### src/rtl/hwpe_stream_job_sequencer_pkg.sv
// Package for the HWPE stream job sequencer.
// Holds the streamer control/flag types shared with the source/sink
// streamers, the sequencer FSM state type, and the job control/flag structs.
// It also provides a helper that folds the sequencer state onto the coarse
// streamer state encoding.
package hwpe_stream_job_sequencer_pkg;

  localparam int unsigned JOB_SEQ_MAX_STREAMS = 16;
  localparam int unsigned JOB_SEQ_ITER_WIDTH  = 16;

  typedef struct packed {
    logic [31:0] base_addr;
    logic [31:0] trans_size;
    logic [15:0] line_stride;
    logic [15:0] line_length;
    logic [15:0] feat_stride;
    logic [15:0] feat_length;
    logic [15:0] feat_roll;
    logic        loop_outer;
    logic        realign_type;
    logic [7:0]  step;
  } ctrl_addressgen_t;

  typedef struct packed {
    logic             req_start;
    ctrl_addressgen_t addressgen_ctrl;
  } ctrl_sourcesink_t;

  typedef struct packed {
    logic ready_start;
    logic done;
  } flags_sourcesink_t;

  typedef enum logic [1:0] {
    STREAM_IDLE,
    STREAM_WORKING,
    STREAM_DONE
  } state_sourcesink_t;

  typedef enum logic [2:0] {
    SEQ_IDLE,
    SEQ_START,
    SEQ_WAIT,
    SEQ_NEXT,
    SEQ_DONE
  } seq_state_t;

  typedef struct packed {
    logic [JOB_SEQ_MAX_STREAMS-1:0] stream_en;
    logic [JOB_SEQ_ITER_WIDTH-1:0]  nb_iter;
  } ctrl_job_seq_t;

  typedef struct packed {
    logic                          busy;
    logic                          done;
    logic [JOB_SEQ_ITER_WIDTH-1:0] iter;
  } flags_job_seq_t;

  function automatic state_sourcesink_t seq_to_stream_state(input seq_state_t s);
    state_sourcesink_t r;
    unique case (s)
      SEQ_IDLE: r = STREAM_IDLE;
      SEQ_DONE: r = STREAM_DONE;
      default:  r = STREAM_WORKING;
    endcase
    return r;
  endfunction

endpackage

### src/rtl/hwpe_stream_done_collector.sv
// Sticky per-stream done tracker with an all-done reduction.
// Ports:
//   clk, rst   clock and synchronous active-high reset
//   clear      synchronous abort, drops all sticky bits
//   capture    high while the sequencer waits for done pulses; the
//              sticky bits are held at zero whenever it is low
//   mask       per-stream enable mask of the current job
//   done       per-stream done pulses from the streamers
//   all_done   every enabled stream has finished, counting a done
//              pulse arriving in the current cycle
module hwpe_stream_done_collector #(
  parameter int unsigned NB_STREAMS = 3
) (
  input  logic                  clk,
  input  logic                  rst,
  input  logic                  clear,
  input  logic                  capture,
  input  logic [NB_STREAMS-1:0] mask,
  input  logic [NB_STREAMS-1:0] done,
  output logic                  all_done
);

  logic [NB_STREAMS-1:0] done_seen;

  // Outside the wait window the sticky bits are held clear, which covers
  // both the per-iteration clear and stray pulses between jobs.
  always_ff @(posedge clk) begin
    if (rst || clear || !capture) begin
      done_seen <= '0;
    end else begin
      done_seen <= done_seen | (done & mask);
    end
  end

  assign all_done = &(~mask | done_seen | done);

endmodule

### src/rtl/hwpe_stream_job_sequencer.sv
// Job sequencer for a group of HWPE source/sink streamers.
// It accepts a job descriptor, waits for every enabled streamer to report
// ready_start, and then fires req_start on all of them in one cycle. It
// collects their done pulses and repeats this for nb_iter iterations. After
// each iteration every stream's base address advances by its stride.
// Ports:
//   clk_i, rst_i      clock, synchronous active-high reset
//   clear_i           synchronous soft abort back to idle
//   job_valid_i       job descriptor valid; accepted while job_ready_o
//   job_ready_o       high in idle only
//   stream_en_i       per-stream enable mask
//   nb_iter_i         iteration count (0 runs one iteration)
//   cfg_i             per-stream address generator configuration
//   iter_stride_i     per-stream base address increment per iteration
//   ctrl_o            control to the streamers
//   flags_i           flags from the streamers
//   busy_o            job in progress
//   done_o            one-cycle job-complete pulse
//   iter_o            current iteration index
//   state_o           coarse state (idle / working / done)
module hwpe_stream_job_sequencer
  import hwpe_stream_job_sequencer_pkg::*;
#(
  parameter int unsigned NB_STREAMS = 3,
  parameter int unsigned ITER_WIDTH = 16
) (
  input  logic                  clk_i,
  input  logic                  rst_i,
  input  logic                  clear_i,
  input  logic                  job_valid_i,
  output logic                  job_ready_o,
  input  logic [NB_STREAMS-1:0] stream_en_i,
  input  logic [ITER_WIDTH-1:0] nb_iter_i,
  input  ctrl_addressgen_t      cfg_i         [NB_STREAMS],
  input  logic [31:0]           iter_stride_i [NB_STREAMS],
  output ctrl_sourcesink_t      ctrl_o        [NB_STREAMS],
  input  flags_sourcesink_t     flags_i       [NB_STREAMS],
  output logic                  busy_o,
  output logic                  done_o,
  output logic [ITER_WIDTH-1:0] iter_o,
  output state_sourcesink_t     state_o
);

  seq_state_t            state;
  logic [NB_STREAMS-1:0] mask;
  logic [ITER_WIDTH-1:0] nb_iter;
  logic [ITER_WIDTH-1:0] iter;
  ctrl_addressgen_t      cfg    [NB_STREAMS];
  logic [31:0]           stride [NB_STREAMS];

  logic [NB_STREAMS-1:0] ready_vec;
  logic [NB_STREAMS-1:0] done_vec;
  logic                  go;
  logic                  all_done;

  always_comb begin
    ready_vec = '0;
    done_vec  = '0;
    for (int unsigned k = 0; k < NB_STREAMS; k++) begin
      ready_vec[k] = flags_i[k].ready_start;
      done_vec[k]  = flags_i[k].done;
    end
  end

  assign go = &(~mask | ready_vec);

  hwpe_stream_done_collector #(
    .NB_STREAMS (NB_STREAMS)
  ) i_done_collector (
    .clk      (clk_i),
    .rst      (rst_i),
    .clear    (clear_i),
    .capture  (state == SEQ_WAIT),
    .mask     (mask),
    .done     (done_vec),
    .all_done (all_done)
  );

  always_ff @(posedge clk_i) begin
    if (rst_i || clear_i) begin
      state   <= SEQ_IDLE;
      mask    <= '0;
      nb_iter <= '0;
      iter    <= '0;
      cfg     <= '{default: '0};
      stride  <= '{default: '0};
    end else begin
      unique case (state)
        SEQ_IDLE: begin
          if (job_valid_i) begin
            mask    <= stream_en_i;
            cfg     <= cfg_i;
            stride  <= iter_stride_i;
            nb_iter <= (nb_iter_i == '0) ? ITER_WIDTH'(1) : nb_iter_i;
            iter    <= '0;
            state   <= (stream_en_i != '0) ? SEQ_START : SEQ_DONE;
          end
        end
        SEQ_START: begin
          if (go) begin
            state <= SEQ_WAIT;
          end
        end
        SEQ_WAIT: begin
          if (all_done) begin
            state <= (iter == nb_iter - ITER_WIDTH'(1)) ? SEQ_DONE : SEQ_NEXT;
          end
        end
        SEQ_NEXT: begin
          iter <= iter + ITER_WIDTH'(1);
          for (int unsigned k = 0; k < NB_STREAMS; k++) begin
            cfg[k].base_addr <= cfg[k].base_addr + stride[k];
          end
          state <= SEQ_START;
        end
        SEQ_DONE: begin
          state <= SEQ_IDLE;
        end
        default: begin
          state <= SEQ_IDLE;
        end
      endcase
    end
  end

  // req_start is combinational so the streamers launch in the same cycle the
  // last ready_start arrives; leaving START right after keeps it single-cycle.
  always_comb begin
    for (int unsigned k = 0; k < NB_STREAMS; k++) begin
      ctrl_o[k].req_start       = (state == SEQ_START) && go && mask[k];
      ctrl_o[k].addressgen_ctrl = cfg[k];
    end
  end

  assign job_ready_o = (state == SEQ_IDLE);
  assign busy_o      = (state != SEQ_IDLE);
  assign done_o      = (state == SEQ_DONE);
  assign iter_o      = iter;
  assign state_o     = seq_to_stream_state(state);

endmodule

### config.mk
export PLATFORM = sky130hd
export DESIGN_NAME = hwpe_stream_job_sequencer
export DESIGN_NICKNAME = d
export VERILOG_FILES = /design/src/rtl/hwpe_stream_job_sequencer_pkg.sv /design/src/rtl/hwpe_stream_done_collector.sv /design/src/rtl/hwpe_stream_job_sequencer.sv
export SDC_FILE = /design/constraint.sdc
export NUM_CORES = 1
export LEC_CHECK = 0
export CORE_AREA = 2 2 412 414
export DETAILED_ROUTE_END_ITERATION = 10
export DIE_AREA = 0 0 414 416
export GPL_ROUTABILITY_DRIVEN = 0
export MAX_ROUTING_LAYER = met4
export PLACE_DENSITY_LB_ADDON = 0.05
export SYNTH_ARGS = -nofsm -noshare
export SYNTH_HDL_FRONTEND = slang
export SYNTH_HIERARCHICAL = 1
export SYNTH_SLANG_ARGS = --single-unit
### constraint.sdc
create_clock -name clk_i -period 3.8 [get_ports clk_i]
set_input_delay 0.57 -clock clk_i [delete_from_list [all_inputs] [get_ports clk_i]]
set_output_delay 0.57 -clock clk_i [all_outputs]
set_load 0.01 [all_outputs]
# After elaboration in Yosys (flattened, before gate mapping)
# Index checks and enable logic that the tools add are counted.
# classes
reduce_logical,17
n_bitwise,6
n_mux,14
n_eq_ne,8
n_addsub,5
# ops
op,n
462-bit 2-to-1 mux,1
32-bit case mux with 2 select lines,3
32-bit adder,3
16-bit 2-to-1 mux,2
16-bit case mux with 2 select lines,1
"16-bit by 1-bit adder with 16-bit output, second input constant",1
16-bit equality test,1
16-bit logical NOT,1
"16-bit by 1-bit subtractor with 16-bit output, second input constant",1
3-bit 2-to-1 mux,5
3-bit OR,4
3-bit case mux with 4 select lines,1
3-bit AND reduction,3
"3-bit by 2-bit equality test with 1-bit output, second input constant",2
"2-bit inequality test, second input constant",3
3-bit nonzero test,2
1-bit logical AND,4
2-bit case mux with 2 select lines,1
2-bit AND reduction,2
3-bit AND,1
"3-bit by 1-bit equality test with 1-bit output, second input constant",1
"3-bit equality test, second input constant",1
3-bit logical NOT,1
3-bit inverter,1
other kinds (3),4
# totals
output_inout_bits,486
regBits,599

# Depth between registers and ports, before layout
# depth
word_depth,6
depth_mapped,12

# By module
# The synthesis kept the hierarchy.
# by_module_without_submodules
module,cells_each,area_per_inst_um2,instances
hwpe_stream_job_sequencer,3485,26746.9,1
hwpe_stream_done_collector,14,118.9,1

# Least setup slack after synthesis
# No wires, ideal clock.
# synth_path
kind,flip-flop to flip-flop
startpoint,reg cfg (netlist bit ctrl_o[432])
endpoint,reg cfg (netlist bit ctrl_o[460])
stages_incl_launch_ff,13
setup_time_ns,0.120
required_time_ns,3.680
arrival_time_ns,2.626
slack_ns,1.055
cell_sequence,dfxtp_1 -> ha_1 -> inv_1 -> fa_1 -> nor2b_1 -> o21ai_0 -> nand2b_1 -> a31oi_1 -> o21a_1 -> a2111oi_2 -> or2_2 -> a311oi_1 -> a211o_1
# synth_between
elab_chain_len,2
# synth_rtl
item,line_no,text
start: declaration,hwpe_stream_job_sequencer.sv:48,ctrl_addressgen_t cfg [NB_STREAMS];
start signal: assignment,hwpe_stream_job_sequencer.sv:92,cfg <= cfg_i;
32-bit adder,hwpe_stream_job_sequencer.sv:112,cfg[k].base_addr <= cfg[k].base_addr + stride[k];
32-bit case mux with 2 select lines,hwpe_stream_job_sequencer.sv:88,unique case (state)
# No other way between the ends.
# A chain may end at the register's enable or synchronous reset.

# Final worst setup path
# layout_path
startpoint,reg cfg (netlist bit ctrl_o[277])
endpoint,reg cfg (netlist bit ctrl_o[303])
# Same word-level chain as after synthesis.

==> results.yml <==
floorplanning:
  die_area_um2: 172000
  rows: 151
  core_um2: 168000
  initial_core_util_pct: 16.0
  die_h_um: 416
  die_w_um: 414
  io_pins: 1073
pwr:
  power_frac_comb_pct: 14.5
  p_leak_nw: 16.0
  switching_share_pct: 28.0
  power_density_nw_per_um2: 408
  clkPwrFrac_pct: 47.7
  p_switching_mw: 4.91
  power.share.sequential_pct: 37.8
  peakVddDrop_mv: 0.278
  p_int_mw: 12.6
grt:
  grt_pass1_vias: 28600
  grt_remaining_overflow: 0
  grt_first_pass_wirelength_um: 216000
  grt_max_degree: 163
  grt.total_usage_pct: 17.6
  grt_antenna_before_repair: 57
clock_tree:
  cts_resized: 0
  postCtsSetupBuffers: 0
  clock_latency_ps: 690
  cts_tree: "yes"
  root_buffer: "clkbuf_16"
  cts_buffers: 87
  hold_buffers: 0
  cts_max_level: 3
  cts_sinks: 599
  clkTransAtPathRegs_ps: 60
  clockBufferDepth: 3
sta:
  fin_ws_ps: 392
  finalHoldViolCount: 0
  relSlewSlack_pct: 28.2
  whs_ps: 413
  setup_tns_ps: 0
  clock.fmax_ghz: 0.293
  finalMaxSlewViolations: 0
  rsz0062_at_grt: "no"
  setup-violations-final: 0
  clock_skew_ps: 25.4
  worst_slew_pin_slew_ps: 1080
  period_share_pct: 89.7
  period_needed_ps: 3410
setup_path:
  cp-end-kind: "register"
  critPathMaxStageDelay_ps: 580
  critPathSlowestCell: "o31ai_1"
  cp.required_ps: 4360
  worstPathArrival_ps: 3970
  worst-path-max-fanout: 5
  startpoint_type: "register"
  worstSetupPathType: "reg -> reg"
  crit_chain: "ha_1, inv_1, fa_1, nor2b_1, o31a_1, o31a_1, o31ai_1, a31o_2, a31oi_1, a31oi_1, o211a_1, o22ai_1"
synth:
  syn-num-nets: 4184
  synth.area.top_cells: "dfxtp_1 (45%), nand2_1 (15%), a21oi_1 (12%)"
  synth_cells: 3499
  synth-async-reset-ratio_pct: 0
  synth_edf_count: 0
  synth_ff_type: "dfxtp_1"
  seq_area_frac_synth_pct: 44.6
  synth_cell_types: 73
  synth_top_area_cell: "dfxtp_1"
  ys_ff_latch: 599
  yosysWarnings: 6
  synth_top_area_share_pct: 44.6
  syn_area_per_cell_um2: 7.68
  syn_area_um2: 26900
routing:
  drt_iter0_drc: 1223
  via_per_inst: 4.18
  vias: 28300
  final_antenna_net_count: 0
  firstDrtPassIters: 5
  routed_wl_um: 154000
  post-route-drc-count: 0
  wl_per_cell_um: 22.7
cells_and_area:
  syn_to_final_growth_pct: 60.3
  fin_nets: 5150
  mostFrequentLayoutCell: "clkdlybuf4s50_1"
  drive_above_1_share_pct: 4.79
  utilization_pct: 25.6
  register_area_um2: 12000
  fill_cells: 18500
  final_cell_mix: "clkdlybuf4s50_1 (1,071), nand2_1 (1,054), a21oi_1 (619)"
  stdcell_count: 6785
  multi_input_area_um2: 13900
placement:
  portBuffers: 1072
  dp.cells: 6594
  dpl.hpwl_um: 114000
  place_ws_ps: 403
flow_run:
  cap_violations: 0
outcome:
  status: "finished, final reports clean"
worst_hold_path:
  hold_class: "in -> reg"
[worst max-delay path, delay by kind of cell, from the launching register on]
| kind | cells | cell delay (ps) |
|---|---|---|
| flops | 1 | 330 |
| buf+inv | 1 | 80 |
| fa+ha+maj | 2 | 460 |
| compound gates | 8 | 2340 |
| simple gates | 1 | 70 |
[Yosys cell counts (4+ instances only)]
| cell type | instances |
|---|---|
| o211ai_1 | 6 |
| or2_2 | 7 |
| a211o_1 | 8 |
| inv_1 | 35 |
| nand3b_1 | 7 |
| o31a_1 | 5 |
| buf_1 | 10 |
| mux2i_1 | 5 |
| nand2_1 | 1056 |
| a21o_1 | 63 |
| nor2b_1 | 14 |
| and2_1 | 10 |
| a211oi_1 | 21 |
| a21oi_1 | 619 |
| a31oi_1 | 22 |
| a41oi_1 | 4 |
| nand4_1 | 12 |
| xor2_1 | 33 |
| and3_1 | 40 |
| clkbuf_1 | 232 |
| nor3_1 | 34 |
| ha_1 | 95 |
| o31ai_1 | 11 |
| xnor2_1 | 53 |
| nor3b_1 | 9 |
| o21ai_0 | 95 |
| o21a_1 | 14 |
| a221oi_1 | 40 |
| and4_1 | 4 |
| nor2_1 | 139 |
| a31o_2 | 4 |
| a22oi_1 | 8 |
| o21bai_1 | 7 |
| a32oi_1 | 6 |
| o22ai_1 | 18 |
| or3_1 | 12 |
| nand2b_1 | 10 |
| nand3_1 | 56 |
| a311oi_1 | 17 |
| dfxtp_1 | 599 |
| o211a_1 | 4 |
| nor4_1 | 8 |
[layer usage]
layer / GRT usage [%] / part of all wire (%)
met1: 19.5 / 40
met2: 31.0 / 51
met3: 5.60 / 6.9
met4: 3.53 / 1.8
met5: - / 0
[final cells by class]
cell class              count  share of cell area [%]
repair buffers           1122                    26.2
well taps                2218                    6.45
multi-input cells        2620                    32.2
clock inverters            22                   0.683
flip-flops and latches    599                    27.8
inverters                  35                   0.305
diodes                     39                   0.227
clock buffers             130                    6.04
[metrics by stage]
step	power, mW	area [um^2]
4_1_cts	18.0	43000
2_1_floorplan	7.80	26900
6_report	17.6	43100
5_1_grt	18.4	43000
3_5_place_dp	9.38	40100
3_3_place_gp	9.39	40100
[state kept, by name, indices dropped and copies added (netlist names)]
name,count
ctrl_o,462
i_done_collector/done_seen,3
iter_o,16
mask,3
nb_iter,16
state,3
stride,96
[worst paths after layout]
path | cells past startpoint | to | from | slack [ps]
max reg2reg | 12 | ctrl_o[303]$_SDFFE_PP0P_ | ctrl_o[277]$_SDFFE_PP0P_ | 390
min reg2reg | 2 | ctrl_o[233]$_SDFFE_PP0P_ | ctrl_o[233]$_SDFFE_PP0P_ | 450
min | 3 | ctrl_o[87]$_SDFFE_PP0P_ | cfg_i[87] | 410
max | 12 | ctrl_o[303]$_SDFFE_PP0P_ | ctrl_o[277]$_SDFFE_PP0P_ | 390
[kinds of logic (layout without fill, tap and decap cells)]
| group | Yosys count | count (layout) | share of synthesized area, % |
|---|---|---|---|
| AOI/OAI and AO/OA | 997 | 997 | 21.6 |
| xor gates and xnor gates | 86 | 86 | 2.80 |
| adders and majority gates | 98 | 98 | 4.65 |
| buffers and inverters | 280 | 1309 | 3.96 |
| DFF | 599 | 599 | 44.6 |
| muxes | 8 | 8 | 0.312 |
| other | 0 | 39 | 0 |
| and+or+nand+nor | 1431 | 1431 | 22.0 |
[power by group through the flow]
stage / registers (mW) / clock network [mW] / logic, mW
after global routing: 6.66 / 8.98 / 2.78
after floorplan: 6.82 / 0 / 0.979
after CTS: 6.64 / 8.77 / 2.62
after global placement: 6.77 / 0 / 2.62
after detailed placement: 6.77 / 0 / 2.61
final: 6.64 / 8.38 / 2.54
(Power assumes the default switching activity.)
